### config.mk
export PLATFORM = sky130hd
export DESIGN_NAME = axil_skid_slice
export DESIGN_NICKNAME = d
export VERILOG_FILES = /design/src/rtl/axil_skid_slice.sv
export SDC_FILE = /design/constraint.sdc
export NUM_CORES = 1
export LEC_CHECK = 0
export BUFFER_PORTS_ARGS = -buffer_cell sky130_fd_sc_hd__buf_2
export CAP_MARGIN = 20
export CORE_MARGIN = 4
export CORE_UTILIZATION = 30
export DETAILED_ROUTE_END_ITERATION = 8
export SLEW_MARGIN = 20
export SYNTH_ARGS = -nofsm -noshare
export SYNTH_HDL_FRONTEND = slang
export SYNTH_SLANG_ARGS = --single-unit
### constraint.sdc
create_clock -name clk -period 8.1 [get_ports clk]
set_input_delay 0.405 -clock clk [delete_from_list [all_inputs] [get_ports clk]]
set_output_delay 0.405 -clock clk [all_outputs]
set_load 0.01 [all_outputs]
### src/rtl/axil_skid_slice.sv
// AXI4-Lite register slice: one two-entry skid stage per channel (AW, W, B, AR, R),
// each optionally replaced by a wire so individual channels can be left combinational.

module axil_skid_stage #(
    parameter int WIDTH  = 8,
    parameter bit BYPASS = 1'b0
) (
    input  logic             clk,
    input  logic             rst,
    input  logic             in_valid,
    output logic             in_ready,
    input  logic [WIDTH-1:0] in_payload,
    output logic             out_valid,
    input  logic             out_ready,
    output logic [WIDTH-1:0] out_payload
);

    generate
        if (BYPASS) begin : g_bypass
            assign out_valid   = in_valid;
            assign out_payload = in_payload;
            assign in_ready    = out_ready;
        end else begin : g_skid
            logic             out_valid_r;
            logic             skid_valid_r;
            logic             in_ready_r;
            logic [WIDTH-1:0] out_payload_r;
            logic [WIDTH-1:0] skid_payload_r;

            logic             in_fire_s;
            logic             out_fire_s;
            logic             out_valid_s;
            logic             skid_valid_s;
            logic [WIDTH-1:0] out_payload_s;
            logic [WIDTH-1:0] skid_payload_s;

            // Next-state of the out/skid pair; the out slot refills from skid before the input.
            always_comb begin
                in_fire_s      = in_valid & in_ready_r;
                out_fire_s     = out_valid_r & out_ready;
                out_valid_s    = out_valid_r;
                out_payload_s  = out_payload_r;
                skid_valid_s   = skid_valid_r;
                skid_payload_s = skid_payload_r;
                if (!out_valid_r || out_fire_s) begin
                    if (skid_valid_r) begin
                        out_valid_s   = 1'b1;
                        out_payload_s = skid_payload_r;
                        skid_valid_s  = 1'b0;
                    end else if (in_fire_s) begin
                        out_valid_s   = 1'b1;
                        out_payload_s = in_payload;
                    end else begin
                        out_valid_s   = 1'b0;
                    end
                end else if (in_fire_s) begin
                    skid_valid_s   = 1'b1;
                    skid_payload_s = in_payload;
                end else begin
                    skid_valid_s   = skid_valid_r;
                end
            end

            // State registers; ready is precomputed so no input reaches an output combinationally.
            always_ff @(posedge clk or posedge rst) begin
                if (rst) begin
                    out_valid_r    <= 1'b0;
                    skid_valid_r   <= 1'b0;
                    in_ready_r     <= 1'b1;
                    out_payload_r  <= {WIDTH{1'b0}};
                    skid_payload_r <= {WIDTH{1'b0}};
                end else begin
                    out_valid_r    <= out_valid_s;
                    skid_valid_r   <= skid_valid_s;
                    in_ready_r     <= ~skid_valid_s;
                    out_payload_r  <= out_payload_s;
                    skid_payload_r <= skid_payload_s;
                end
            end

            assign out_valid   = out_valid_r;
            assign out_payload = out_payload_r;
            assign in_ready    = in_ready_r;
        end
    endgenerate

endmodule

module axil_skid_slice #(
    parameter int ADDR_WIDTH = 32,
    parameter int DATA_WIDTH = 32,
    parameter int STRB_WIDTH = DATA_WIDTH / 8,
    parameter bit BYPASS_AW  = 1'b0,
    parameter bit BYPASS_W   = 1'b0,
    parameter bit BYPASS_B   = 1'b0,
    parameter bit BYPASS_AR  = 1'b0,
    parameter bit BYPASS_R   = 1'b0
) (
    input  logic                  clk,
    input  logic                  rst,
    // upstream (slave modport)
    input  logic [ADDR_WIDTH-1:0] slv_aw_addr,
    input  logic [2:0]            slv_aw_prot,
    input  logic                  slv_aw_valid,
    output logic                  slv_aw_ready,
    input  logic [DATA_WIDTH-1:0] slv_w_data,
    input  logic [STRB_WIDTH-1:0] slv_w_strb,
    input  logic                  slv_w_valid,
    output logic                  slv_w_ready,
    output logic [1:0]            slv_b_resp,
    output logic                  slv_b_valid,
    input  logic                  slv_b_ready,
    input  logic [ADDR_WIDTH-1:0] slv_ar_addr,
    input  logic [2:0]            slv_ar_prot,
    input  logic                  slv_ar_valid,
    output logic                  slv_ar_ready,
    output logic [DATA_WIDTH-1:0] slv_r_data,
    output logic [1:0]            slv_r_resp,
    output logic                  slv_r_valid,
    input  logic                  slv_r_ready,
    // downstream (master modport)
    output logic [ADDR_WIDTH-1:0] mst_aw_addr,
    output logic [2:0]            mst_aw_prot,
    output logic                  mst_aw_valid,
    input  logic                  mst_aw_ready,
    output logic [DATA_WIDTH-1:0] mst_w_data,
    output logic [STRB_WIDTH-1:0] mst_w_strb,
    output logic                  mst_w_valid,
    input  logic                  mst_w_ready,
    input  logic [1:0]            mst_b_resp,
    input  logic                  mst_b_valid,
    output logic                  mst_b_ready,
    output logic [ADDR_WIDTH-1:0] mst_ar_addr,
    output logic [2:0]            mst_ar_prot,
    output logic                  mst_ar_valid,
    input  logic                  mst_ar_ready,
    input  logic [DATA_WIDTH-1:0] mst_r_data,
    input  logic [1:0]            mst_r_resp,
    input  logic                  mst_r_valid,
    output logic                  mst_r_ready
);

    localparam int AX_W = ADDR_WIDTH + 3;
    localparam int W_W  = DATA_WIDTH + STRB_WIDTH;
    localparam int B_W  = 2;
    localparam int R_W  = DATA_WIDTH + 2;

    logic [AX_W-1:0] aw_out_s;
    logic [W_W-1:0]  w_out_s;
    logic [B_W-1:0]  b_out_s;
    logic [AX_W-1:0] ar_out_s;
    logic [R_W-1:0]  r_out_s;

    // Request channels flow slv -> mst, response channels mst -> slv.
    axil_skid_stage #(.WIDTH(AX_W), .BYPASS(BYPASS_AW)) u_aw (
        .clk(clk), .rst(rst),
        .in_valid(slv_aw_valid), .in_ready(slv_aw_ready),
        .in_payload({slv_aw_addr, slv_aw_prot}),
        .out_valid(mst_aw_valid), .out_ready(mst_aw_ready), .out_payload(aw_out_s)
    );

    axil_skid_stage #(.WIDTH(W_W), .BYPASS(BYPASS_W)) u_w (
        .clk(clk), .rst(rst),
        .in_valid(slv_w_valid), .in_ready(slv_w_ready),
        .in_payload({slv_w_data, slv_w_strb}),
        .out_valid(mst_w_valid), .out_ready(mst_w_ready), .out_payload(w_out_s)
    );

    axil_skid_stage #(.WIDTH(B_W), .BYPASS(BYPASS_B)) u_b (
        .clk(clk), .rst(rst),
        .in_valid(mst_b_valid), .in_ready(mst_b_ready),
        .in_payload(mst_b_resp),
        .out_valid(slv_b_valid), .out_ready(slv_b_ready), .out_payload(b_out_s)
    );

    axil_skid_stage #(.WIDTH(AX_W), .BYPASS(BYPASS_AR)) u_ar (
        .clk(clk), .rst(rst),
        .in_valid(slv_ar_valid), .in_ready(slv_ar_ready),
        .in_payload({slv_ar_addr, slv_ar_prot}),
        .out_valid(mst_ar_valid), .out_ready(mst_ar_ready), .out_payload(ar_out_s)
    );

    axil_skid_stage #(.WIDTH(R_W), .BYPASS(BYPASS_R)) u_r (
        .clk(clk), .rst(rst),
        .in_valid(mst_r_valid), .in_ready(mst_r_ready),
        .in_payload({mst_r_data, mst_r_resp}),
        .out_valid(slv_r_valid), .out_ready(slv_r_ready), .out_payload(r_out_s)
    );

    assign {mst_aw_addr, mst_aw_prot} = aw_out_s;
    assign {mst_w_data, mst_w_strb}   = w_out_s;
    assign slv_b_resp                 = b_out_s;
    assign {mst_ar_addr, mst_ar_prot} = ar_out_s;
    assign {slv_r_data, slv_r_resp}   = r_out_s;

endmodule

==> impl_metrics.py <==
metrics = {
    "run_status": {
        "status": "finished, final reports clean",
    },
    "synth": {
        "syn_inst": 806,
        "synthTopCellsByArea": "dfrtp_1, mux2_2, mux2_4",
        "synth_nets": 960,
        "yosysUniqueCellTypes": 19,
        "synth_area_leader_cell": "dfrtp_1",
        "synth_top_area_share_pct": 56.13,
        "yosysWarnings": 0,
        "ys_seq_area_share_pct": 57.13,
        "ys_ff_latch": 299,
        "netlist_area_um2": 13110,
        "syn_area_per_cell_um2": 16.26,
    },
    "sta": {
        "fin_skew_ns": 0.01160,
        "min_period_ns": 2.301,
        "setup_slack_ns": 5.799,
        "fmax_mhz": 434.6,
        "worst_slew_pin_slew_ns": 1.089,
        "slew_headroom_pct": 27.26,
        "slew_viol_final": 0,
        "setup_viol": 0,
        "hold_violations": 0,
        "rsz0062_at_grt": "no",
        "finalCritPeriodShare_pct": 28.41,
        "tns_ns": 0,
    },
    "routing": {
        "drtIter0Drc": 331,
        "wl_per_cell_um": 17.01,
        "routed_wl_um": 29480,
        "drc_errors": 0,
        "ant_nets": 0,
        "via_per_inst": 4.435,
        "num_vias": 7685,
        "dr.pass1.iters": 4,
    },
    "final_layout": {
        "drive_gt1_share_pct": 70.78,
        "area.sequential_um2": 7490,
        "final_common_cell": "mux2_2",
        "multi_input_area_um2": 5246,
        "areaGrowthSynthToFinish_pct": 24.50,
        "mostFrequentLayoutCells": "mux2_2, buf_2, dfrtp_1",
        "fin_nets": 1272,
        "final_util_pct": 37.80,
        "stdcell_area_um2": 16320,
        "fillCellCount": 4171,
    },
    "min_path": {
        "hold_path_class": "input port to flip-flop",
        "hp-start": "slv_ar_prot[0]",
        "min_path_cells": 2,
    },
    "setup_path": {
        "crit_type": "input port to asynchronous set/reset pin",
        "slowest_delay_ns": 0.71,
        "worstSetupStartpointType": "input port",
        "cp_slowest_cell": "buf_4",
        "reg2reg_slack_ns": 5.81,
        "cp_cell_sequence": "dlygate4sd3_1, buf_2, clkinvlp_4, buf_4, buf_4",
        "crit_required_ns": 8.60,
        "endpoint": "u_ar.g_skid.skid_valid_r",
        "critPathMostFrequentCell": "buf_4",
        "worstPathMaxFanout": 64,
        "ff2ff_path_depth": 4,
        "critPathArrivalTime_ns": 2.80,
        "endpoint_kind": "asynchronous set/reset pin",
        "worst_r2r_endpoint": "u_ar.out_payload[13]",
        "startpoint": "rst",
        "r2r-start": "u_ar.g_skid.skid_valid_r",
    },
    "grt": {
        "grt_start_max_net_pins": 175,
        "grt_pass1_wl_um": 46620,
        "grt_usage_pct": 12.38,
        "grt_overflow_total": 0,
        "grt_pass1_vias": 8322,
        "antenna_found_initial": 11,
    },
    "power": {
        "p_int_mw": 3.585,
        "p_leak_nw": 7.332,
        "sw_frac_of_total_pct": 27.52,
        "vdd_drop_max_v": 0.0001814,
        "combPwrFrac_pct": 24.4,
        "power_frac_seq_pct": 44.0,
        "p_sw_mw": 1.361,
        "fin_total_pwr_mw": 4.946,
        "powerDensity_nw_per_um2": 303.1,
        "clock_power_share_pct": 31.6,
    },
    "floorplanning": {
        "die_h_um": 217.0,
        "design.die.area_um2": 47100,
        "start_util_pct": 30.36,
        "core_area_um2": 43170,
        "io_pins": 306,
        "rows": 76,
        "die_x_um": 217.0,
    },
    "placed_design": {
        "dpl_cell_area_um2": 15120,
        "post-place-ws_ns": 5.631,
        "hpwlAfterDp_um": 19910,
        "io_buffer_count": 305,
        "gp_congestion": 0.7350,
    },
    "clock_tree": {
        "numClockSinks": 299,
        "clk_latency_ns": 0.53,
        "cts_resized": 0,
        "cts_tree": "built",
        "clkTransAtPathRegs_ns": 0.06,
        "h-tree-depth": 2,
        "cts_max_path_buffers": 3,
        "numCtsBuffers": 35,
        "root_buffer": "clkbuf_16",
    },
    "flow_run": {
        "cap_violations": 0,
    },
}
-- metrics by stage --
| step | cells | hold slack, ns |
|---|---|---|
| 4_1_cts | 1727 | 0.06498 |
| 3_3_place_gp | 1662 | 0.4679 |
| 3_5_place_dp | 1664 | 0.4789 |
| 5_1_grt | 1730 | 0.07755 |
| 2_1_floorplan | 806 | 0.4585 |
| 6_report | 1733 | 0.1090 |
-- synth_stat cells --
library cell / n
dfrtp_1: 294
nand3_1: 1
mux2_1: 7
nor2_4: 4
nor2b_1: 1
nor2b_4: 4
nand3_4: 4
mux2_4: 30
nand2b_1: 10
buf_4: 15
inv_1: 6
buf_2: 7
buf_6: 18
mux2_2: 389
nor2_1: 1
a21oi_4: 4
nand2_1: 5
dfstp_2: 5
a21oi_1: 1
-- state kept, by name, summed over array words and instances, names as in the netlist, 2 cells and up --
| register | count |
|---|---|
| u_r.out_payload | 34 |
| u_b.out_payload | 2 |
| u_w.out_payload | 36 |
| u_r.g_skid.skid_payload_r | 34 |
| u_aw.g_skid.skid_payload_r | 35 |
| u_aw.out_payload | 35 |
| u_ar.out_payload | 35 |
| u_b.g_skid.skid_payload_r | 2 |
| u_ar.g_skid.skid_payload_r | 35 |
| u_w.g_skid.skid_payload_r | 36 |
-- area by class of cell --
| type | instances | share of cell area [%] |
|---|---|---|
| multi-input combinational | 461 | 32.15 |
| tap | 585 | 4.485 |
| timing repair buffer | 315 | 10.18 |
| clock buffer | 54 | 6.417 |
| sequential | 299 | 45.89 |
| clock inverter | 8 | 0.6364 |
| inverter | 6 | 0.1610 |
| antenna | 5 | 0.07667 |
-- what timing repair did --
action / in CTS / in global routing
buffers inserted: 0 / 0
hold buffers: 1 / 0
endpoints found under the hold margin: 31 / 0
-- worst min-delay path by stage --
stage	endpoint	slack, ns
4_1_cts	u_ar.g_skid.skid_payload_r[0]	0.06
6_report	u_ar.g_skid.skid_payload_r[0]	0.11
2_1_floorplan	u_ar.g_skid.skid_payload_r[0]	0.46
5_1_grt	u_aw.g_skid.skid_payload_r[13]	0.08
3_3_place_gp	u_aw.g_skid.skid_payload_r[13]	0.47
3_5_place_dp	u_aw.g_skid.skid_payload_r[1]	0.48
-- logic make-up (layout without fill, tap and decap cells) --
| group | Yosys count | in the layout | synth area share [%] |
|---|---|---|---|
| compound gates | 5 | 5 | 0.5345 |
| other cells | 0 | 5 | 0 |
| simple gates | 30 | 30 | 2.033 |
| flops | 299 | 299 | 57.13 |
| buf+inv | 46 | 383 | 2.845 |
| mux | 426 | 426 | 37.46 |
-- power groups by stage --
stage          clock network [mW]  logic (mW)  registers [mW]
4_1_cts                      1.64        1.23            2.18
5_1_grt                      1.70        1.31            2.24
3_5_place_dp                    0        1.23            2.20
2_1_floorplan                   0       0.691            2.26
6_report                     1.57        1.21            2.18
3_3_place_gp                    0        1.20            2.17
-- worst max-delay path, delay by kind of cell --
family	cells	cell delay (ns)
buffers and inverters	5	2.33
-- per-layer routing --
| layer | vias up | routed length [um] | global-route usage [%] |
|---|---|---|---|
| li1 | 3523 | - | - |
| met1 | 3889 | 12420 | 15.43 |
| met2 | 203 | 13710 | 19.58 |
| met3 | 54 | 2710 | 5.697 |
| met4 | 16 | 526 | 3.222 |
| met5 | - | 109 | 0 |
(Power assumes the default switching activity.)
